--- config.mk ---
export PLATFORM = sky130hd
export DESIGN_NAME = afifo_rd_ctrl
export DESIGN_NICKNAME = d
export VERILOG_FILES = /design/src/rtl/afifo_rd_ctrl.sv
export SDC_FILE = /design/constraint.sdc
export NUM_CORES = 1
export LEC_CHECK = 0
export CAP_MARGIN = 15
export CORE_MARGIN = 2
export CORE_UTILIZATION = 35
export CTS_CLUSTER_SIZE = 30
export DETAILED_ROUTE_END_ITERATION = 8
export GPL_TIMING_DRIVEN = 0
export PLACE_DENSITY_LB_ADDON = 0.08
export SYNTH_ARGS = -nofsm -noshare
export SYNTH_HDL_FRONTEND = slang
export SYNTH_SLANG_ARGS = --single-unit
--- constraint.sdc ---
create_clock -name rd_clk_i -period 6.35 [get_ports rd_clk_i]
set_clock_uncertainty 0.15 [all_clocks]
set_input_delay 1.5875 -clock rd_clk_i [delete_from_list [all_inputs] [get_ports rd_clk_i]]
set_output_delay 1.5875 -clock rd_clk_i [all_outputs]
set_load 0.05 [all_outputs]
--- src/rtl/afifo_rd_ctrl.sv ---
// Read-side controller of the async FIFO (read clock domain).
// Tracks the read pointer in binary and gray, issues reads to a dual-port RAM
// with one cycle of read latency, and presents first-word-fall-through data
// through a two-entry output buffer with a valid/ready handshake.
module afifo_rd_ctrl #(
    parameter int PTR_WIDTH  = 5,
    parameter int DATA_WIDTH = 8,
    parameter int AEMPTY_TH  = 4
) (
    input  logic                  rd_clk_i,
    input  logic                  rst_i,
    input  logic [PTR_WIDTH:0]    wp2rp_gray_i,
    output logic [PTR_WIDTH:0]    rptr_gray_o,
    output logic                  ram_rd_en_o,
    output logic [PTR_WIDTH-1:0]  ram_rd_addr_o,
    input  logic [DATA_WIDTH-1:0] ram_rd_data_i,
    output logic [DATA_WIDTH-1:0] rd_data_o,
    output logic                  rd_valid_o,
    input  logic                  rd_ready_i,
    output logic                  empty_o,
    output logic                  aempty_o,
    output logic [PTR_WIDTH:0]    rd_level_o
);

    localparam int PW = PTR_WIDTH + 1;

    // Occupancy encoding doubles as the word count held in the buffer.
    typedef enum logic [1:0] {
        BUF_EMPTY = 2'd0,
        BUF_ONE   = 2'd1,
        BUF_TWO   = 2'd2
    } buf_state_t;

    buf_state_t            state_reg, state_next;
    logic [PW-1:0]         rbin_reg;
    logic [PW-1:0]         rgray_reg;
    logic                  infl_reg;
    logic [DATA_WIDTH-1:0] head_reg, head_next;
    logic [DATA_WIDTH-1:0] tail_reg, tail_next;
    logic [PW-1:0]         level_reg;
    logic                  aempty_reg;

    logic [PW-1:0]         wbin;
    logic [PW-1:0]         rbin_inc;
    logic [PW-1:0]         ram_level;
    logic [PW-1:0]         level_next;
    logic [1:0]            occ;
    logic [2:0]            committed;
    logic                  ram_empty;
    logic                  pop;
    logic                  capture;
    logic                  issue;

    // Gray-to-binary: each binary bit is the XOR of all gray bits at or above it.
    generate
        for (genvar gi = 0; gi < PW; gi++) begin : g_gray2bin
            assign wbin[gi] = ^wp2rp_gray_i[PW-1:gi];
        end
    endgenerate

    assign occ        = state_reg;
    assign rd_valid_o = (state_reg != BUF_EMPTY);
    assign pop        = rd_valid_o & rd_ready_i;
    assign capture    = infl_reg;

    // rgray_reg always holds bin2gray(rbin_reg), so it serves the empty compare.
    assign ram_empty  = (rgray_reg == wp2rp_gray_i);
    assign ram_level  = wbin - rbin_reg;
    assign rbin_inc   = rbin_reg + PW'(1);

    // Issue only while the words already committed to the buffer leave a free slot.
    assign committed  = 3'(occ) + 3'(infl_reg) - 3'(pop);
    assign issue      = ~rst_i & ~ram_empty & (committed < 3'd2);

    // Level after this edge; an issue only moves a word from RAM to in-flight.
    assign level_next = ram_level + PW'(occ) + PW'(infl_reg) - PW'(pop);

    assign ram_rd_en_o   = issue;
    assign ram_rd_addr_o = rbin_reg[PTR_WIDTH-1:0];
    assign rptr_gray_o   = rgray_reg;
    assign rd_data_o     = head_reg;
    assign empty_o       = ~rd_valid_o;
    assign rd_level_o    = level_reg;
    assign aempty_o      = aempty_reg;

    // Output buffer next state: head is always the oldest word, tail the next.
    always_comb begin
        state_next = state_reg;
        head_next  = head_reg;
        tail_next  = tail_reg;
        case (state_reg)
            BUF_EMPTY: begin
                if (capture) begin
                    head_next  = ram_rd_data_i;
                    state_next = BUF_ONE;
                end
            end
            BUF_ONE: begin
                if (capture && !pop) begin
                    tail_next  = ram_rd_data_i;
                    state_next = BUF_TWO;
                end else if (capture && pop) begin
                    head_next  = ram_rd_data_i;
                end else if (pop) begin
                    state_next = BUF_EMPTY;
                end
            end
            BUF_TWO: begin
                if (pop) begin
                    head_next = tail_reg;
                    if (capture) begin
                        tail_next = ram_rd_data_i;
                    end else begin
                        state_next = BUF_ONE;
                    end
                end
            end
            default: begin
                state_next = BUF_EMPTY;
            end
        endcase
    end

    // Pointer, in-flight, buffer and level registers.
    always_ff @(posedge rd_clk_i) begin
        if (rst_i) begin
            rbin_reg   <= '0;
            rgray_reg  <= '0;
            infl_reg   <= 1'b0;
            state_reg  <= BUF_EMPTY;
            head_reg   <= '0;
            tail_reg   <= '0;
            level_reg  <= '0;
            aempty_reg <= 1'b1;
        end else begin
            if (issue) begin
                rbin_reg  <= rbin_inc;
                rgray_reg <= rbin_inc ^ (rbin_inc >> 1);
            end
            infl_reg   <= issue;
            state_reg  <= state_next;
            head_reg   <= head_next;
            tail_reg   <= tail_next;
            level_reg  <= level_next;
            aempty_reg <= (level_next <= PW'(AEMPTY_TH));
        end
    end

    // A capture into a full buffer would drop a word; the issue rule must prevent it.
    a_no_overflow: assert property (@(posedge rd_clk_i) disable iff (rst_i)
        !(capture && state_reg == BUF_TWO));

endmodule

# == Word level (Yosys, flattened, before mapping) ==
# Index checks and enable logic that the tools add are counted.
# classes
addsub,7
order_cmp,2
n_eq_ne,12
n_mux,15
bitwise,7
reduce_logical,15
# op_table
cell,count
8-bit 2-to-1 mux,6
8-bit case mux with 3 select lines,1
8-bit case mux with 2 select lines,1
"2-bit != test, second input constant",7
2-bit 2-to-1 mux,6
5-bit AND reduction,2
6-bit by 1-bit adder with 6-bit output,1
"6-bit by 1-bit adder with 6-bit output, second input constant",1
6-bit by 2-bit adder with 6-bit output,1
6-bit == test,1
"6-bit by 3-bit less-or-equal comparator with 1-bit output, second input constant",1
"3-bit != test, second input constant",2
2-bit case mux with 3 select lines,1
6-bit parity,1
6-bit by 1-bit subtractor with 6-bit output,1
6-bit subtractor,1
6-bit by 5-bit bitwise XOR with 6-bit output,1
5-bit parity,1
4-bit AND reduction,1
2-bit nonzero test,2
4-bit parity,1
2-bit by 1-bit adder with 3-bit output,1
1-bit bitwise AND,3
"3-bit by 2-bit < comparator with 1-bit output, second input constant",1
10 further kinds,13
# word_totals
ff_bits,38
in_bits,17
out_inout_bits,29
word_cells,66

# == Depth between registers and ports, before layout ==
# depth
depth_word,6
ltp_mapped,17
mapped_depth_nobuf,17

# == Worst setup path after synthesis ==
# No wires, ideal clock.
# synth_path
kind,input port to flip-flop
startpoint,input port wp2rp_gray_i[4]
endpoint,register aempty_reg (netlist: aempty_o)
setup_ps,114
t_arrival_ps,4868
required_time_ps,6086
setup_slack_ps,1217
cell_stages,15
n_path_buf,0
cell_sequence,xnor2_2 -> xor2_2 -> xor2_2 -> xnor2_1 -> xor2_1 -> fa_1 -> inv_1 -> fa_1 -> inv_1 -> fa_1 -> a211oi_1 -> o21bai_1 -> a21oi_1 -> xor2_1 -> a2111oi_0
# synth_via
elab_chain_len,6
elab_cells_between_ends,10
cone_classes,4 x add/sub; 1 x order compare; 5 x reduce/logical
# synth_rtl
element,line_no,source
start: declaration,12,"input logic [PTR_WIDTH:0] wp2rp_gray_i,"
"6-bit parity, or another cell as far along",57,assign wbin[gi] = ^wp2rp_gray_i[PW-1:gi];
6-bit subtractor (*),68,assign ram_level = wbin - rbin_reg;
6-bit by 2-bit adder with 6-bit output (*),76,assign level_next = ram_level + PW'(occ) + PW'(infl_reg) - PW'(pop);
6-bit by 1-bit adder with 6-bit output (*),76,
6-bit by 1-bit subtractor with 6-bit output (*),76,
6-bit by 3-bit less-or-equal comparator with 1-bit output (*),145,aempty_reg <= (level_next <= PW'(AEMPTY_TH));
end signal: assignment,145,
end: declaration,41,logic aempty_reg;
# Every way passes the cells marked *; elsewhere a longest branch is shown, timed or not.
# A chain may end at the register's enable or synchronous reset.

# == Worst setup path after layout ==
# layout_path
startpoint,input port rd_ready_i
endpoint,output port ram_rd_en_o
# layout_via
elab_chain_len,4
# layout_rtl
element,line_no,source
start: declaration,19,"input logic rd_ready_i,"
1-bit bitwise AND,63,assign pop = rd_valid_o & rd_ready_i;
3-bit by 1-bit subtractor with 3-bit output,72,assign committed = 3'(occ) + 3'(infl_reg) - 3'(pop);
3-bit by 2-bit < comparator with 1-bit output,73,assign issue = ~rst_i & ~ram_empty & (committed < 3'd2);
1-bit bitwise AND,73,
end: declaration,14,"output logic ram_rd_en_o,"
# No other way between the ends.

==> reports/metrics.csv <==
stage;metric;value;unit
timing;setup_viol;0;
global_route;grt_pass1_vias;1609;
power;switching_power;654;µW
placement;dpl-instance-area;2760;µm²
worst_setup_path;crit_slowest_cell;clkdlybuf4s50_1;
placement;place_hpwl;3560;µm
yosys;synthCells;235;
power;p_int;758;µW
final_layout;nets;324;
global_route;grt_usage;0.138;
power;power.density;491;nW/µm²
clocking;post_cts.repair.setup_buffers;0;
route;postRouteAntennaNets;0;
timing;relSlewSlack;0.613;
floorplanning;placementRows;29;
clocking;path_clk_slew;0.08;ns
final_layout;area_growth;29.3;%
route;vias;1692;
power;clkPwrFrac;0.147;
clocking;clock_latency;0.28;ns
floorplanning;die_h;83.7;µm
floorplanning;coreArea;6240;µm²
worst_setup_path;crit_path_max_fanout;10;
clocking;clk_path_buf_depth;2;
floorplanning;io_pins;46;
timing;holdWs;0.346;ns
clocking;h-tree-depth;2;
power;p_sw_frac;0.463;
yosys;synth_area_per_cell;9.45;µm²
route;initialDrtViolationCount;25;
timing;setup_tns;0;ns
worst_setup_path;crit_arrival;4.44;ns
power;combPwrFrac;0.603;
floorplanning;start_util;0.356;
clocking;cts_tree;yes;
final_layout;fin_area;2870;µm²
clocking;clock-root-buffer;clkbuf_8;
timing;maxSlewViolCount;0;
power;ir_drop;0.280;mV
floorplanning;die_area;7000;µm²
placement;port_buffers;44;
route;wl_per_cell;12.7;µm
worst_setup_path;critical_path_class;primary input to primary output;
global_route;grt_overflow_total;0;
route;routed_via_density;4.65;
floorplanning;dieWidth;83.7;µm
min_path;hold_class;register to register;
worst_setup_path;required;4.61;ns
global_route;antenna_found_initial;0;
worst_setup_path;cp_common_cell;nand2_1;
final_layout;stdcell_count;364;
route;wl;4610;µm
route;drt_first_pass_iters;4;
power;p_seq_frac;0.250;
timing;fmax;162;MHz
yosys;synth_area;2220;µm²
worst_setup_path;startpoint_type;primary input;
timing;hold_viol;0;
yosys;seq_area_frac_synth;0.334;
placement;place_inst;356;
final_layout;antenna_cells;0;
job;max_cap_viol_count;0;
run_status;status;finished clean;
timing;worst_slew_pin_slew;0.581;ns
timing;period_minus_slack;6.18;ns
yosys;ys_warn_count;0;
yosys;synth_cell_types;43;
clocking;cts_buffers;5;
worst_setup_path;crit_chain;clkdlybuf4s50_1 > nand2_1 > ha_1 > nand2_1 > fa_1 > xnor2_1 > and3_1 > o21a_2 > buf_4 > dlygate4sd2_1;
final_layout;layout-drive-gt1-share;0.0976;
worst_setup_path;crit_path_end_kind;primary output;
clocking;cts_num_sinks;37;
timing;rsz0062_at_grt;false;
yosys;yosys_register_bits;37;
route;route.detailed.drc;0;
timing;period_share;0.972;
power;leakagePower;0.00116;µW
global_route;grt_pass1_wl;7790;µm
global_route;grt_max_degree;14;
worst_setup_path;cpPeakStageDelay;0.59;ns
placement;routabilityCongestion;0.783;
yosys;syn-num-nets;273;
## routing by layer
layer / vias to the layer above / share of wire / GRT usage / wire length [µm]
met1: 776 / 0.52 / 0.198 / 2420
met4: 0 / 0.0065 / 0.0352 / 30
met3: 2 / 0.037 / 0.0317 / 171
met5: - / 0 / 0 / 0
li1: 884 / - / - / -
met2: 30 / 0.43 / 0.209 / 2000
## worst max-delay path, delay by kind of cell
family	cells	cell delay [ns]
AOI/OAI and AO/OA	1	0.21
xor gates and xnor gates	1	0.13
and+or+nand+nor	3	0.49
adders and majority gates	2	0.69
buffers and inverters	3	1.32
## power groups by stage
stage / Clock (µW) / Combinational [µW] / Sequential, µW
floorplan: 0 / 473 / 527
global placement: 0 / 859 / 358
detailed placement: 0 / 862 / 359
CTS: 217 / 865 / 354
global route: 224 / 939 / 364
finish: 207 / 851 / 353
## Yosys cell counts (all sizes together)
| library cell | count | share of area |
|---|---|---|
| a2111oi | 1 | 0.0039 |
| a211oi | 2 | 0.0068 |
| a21oi | 7 | 0.016 |
| a31oi | 4 | 0.018 |
| a41oi | 1 | 0.0039 |
| and2 | 1 | 0.0028 |
| and3 | 1 | 0.0028 |
| and4 | 1 | 0.0039 |
| buf | 3 | 0.011 |
| clkbuf | 6 | 0.010 |
| clkinv | 1 | 0.0017 |
| dfxtp | 37 | 0.33 |
| fa | 6 | 0.054 |
| ha | 15 | 0.085 |
| inv | 18 | 0.030 |
| mux2 | 9 | 0.047 |
| mux2i | 21 | 0.095 |
| nand2 | 13 | 0.022 |
| nand2b | 2 | 0.0056 |
| nand3b | 1 | 0.0034 |
| nand4 | 3 | 0.011 |
| nor2 | 38 | 0.064 |
| nor2b | 2 | 0.0056 |
| nor3 | 3 | 0.0068 |
| o2111ai | 1 | 0.0039 |
| o211ai | 1 | 0.0034 |
| o21a | 2 | 0.0073 |
| o21ai | 5 | 0.013 |
| o21bai | 1 | 0.0034 |
| o22ai | 1 | 0.0028 |
| o31ai | 1 | 0.0034 |
| or3 | 1 | 0.0028 |
| xnor2 | 17 | 0.074 |
| xor2 | 9 | 0.042 |
## layout by cell type, fill, tap and decap left out, types with 2 or more instances in the layout
| cell | synthesis | final |
|---|---|---|
| a211oi_1 | 2 | 2 |
| o21ai_0 | 4 | 4 |
| dfxtp_1 | 37 | 37 |
| nor2_1 | 38 | 38 |
| clkbuf_1 | 6 | 6 |
| xor2_2 | 2 | 2 |
| fa_1 | 6 | 6 |
| xnor2_2 | 2 | 2 |
| clkdlybuf4s50_1 | 0 | 43 |
| mux2_2 | 8 | 8 |
| a31oi_1 | 3 | 3 |
| xnor2_1 | 15 | 15 |
| a21oi_1 | 7 | 7 |
| clkbuf_8 | 0 | 5 |
| nor3_1 | 3 | 3 |
| nand4_1 | 2 | 2 |
| mux2i_1 | 21 | 21 |
| nor2b_1 | 2 | 2 |
| nand2b_1 | 2 | 2 |
| nand2_1 | 13 | 13 |
| inv_1 | 18 | 18 |
| xor2_1 | 7 | 7 |
| ha_1 | 15 | 15 |
## timing repair
action | CTS | global route
setup endpoints to repair | 1 | 0
hold buffers | 0 | 0
resized for setup | 1 | 0
## cells by family after synthesis
family,share of synthesized area
AOI/OAI and AO/OA,0.0856
xor gates and xnor gates,0.116
adders and majority gates,0.139
buffers and inverters,0.0530
DFF,0.334
muxes,0.142
and+or+nand+nor,0.131
## through the flow
step | power, µW | setup slack, ns | utilization
floorplan | 1000 | 1.22 | -
global placement | 1220 | -0.147 | 0.442
detailed placement | 1220 | -0.112 | 0.442
CTS | 1440 | 0.157 | 0.460
global route | 1530 | 0.0192 | 0.460
finish | 1410 | 0.175 | 0.460
## final timing paths
kind         cells past startpoint          end  slack, ns         from
max reg2reg                     13     aempty_o       2.49       occ[0]
min reg2reg                      2  tail_reg[5]       0.35  tail_reg[5]
min                              2  tail_reg[5]       0.35  tail_reg[5]
max                             10  ram_rd_en_o       0.17   rd_ready_i
## layout make-up
type / count / area [µm²]
Buffer: 9 / 46.3
Clock buffer: 5 / 68.8
Clock inverter: 3 / 46.3
Fill cell: 643 / 3370
Inverter: 19 / 71.3
Multi-Input combinational cell: 170 / 1360
Sequential cell: 37 / 741
Tap cell: 77 / 96.3
Timing Repair Buffer: 44 / 439
No activity file was read; power rests on OpenSTA's default activity.
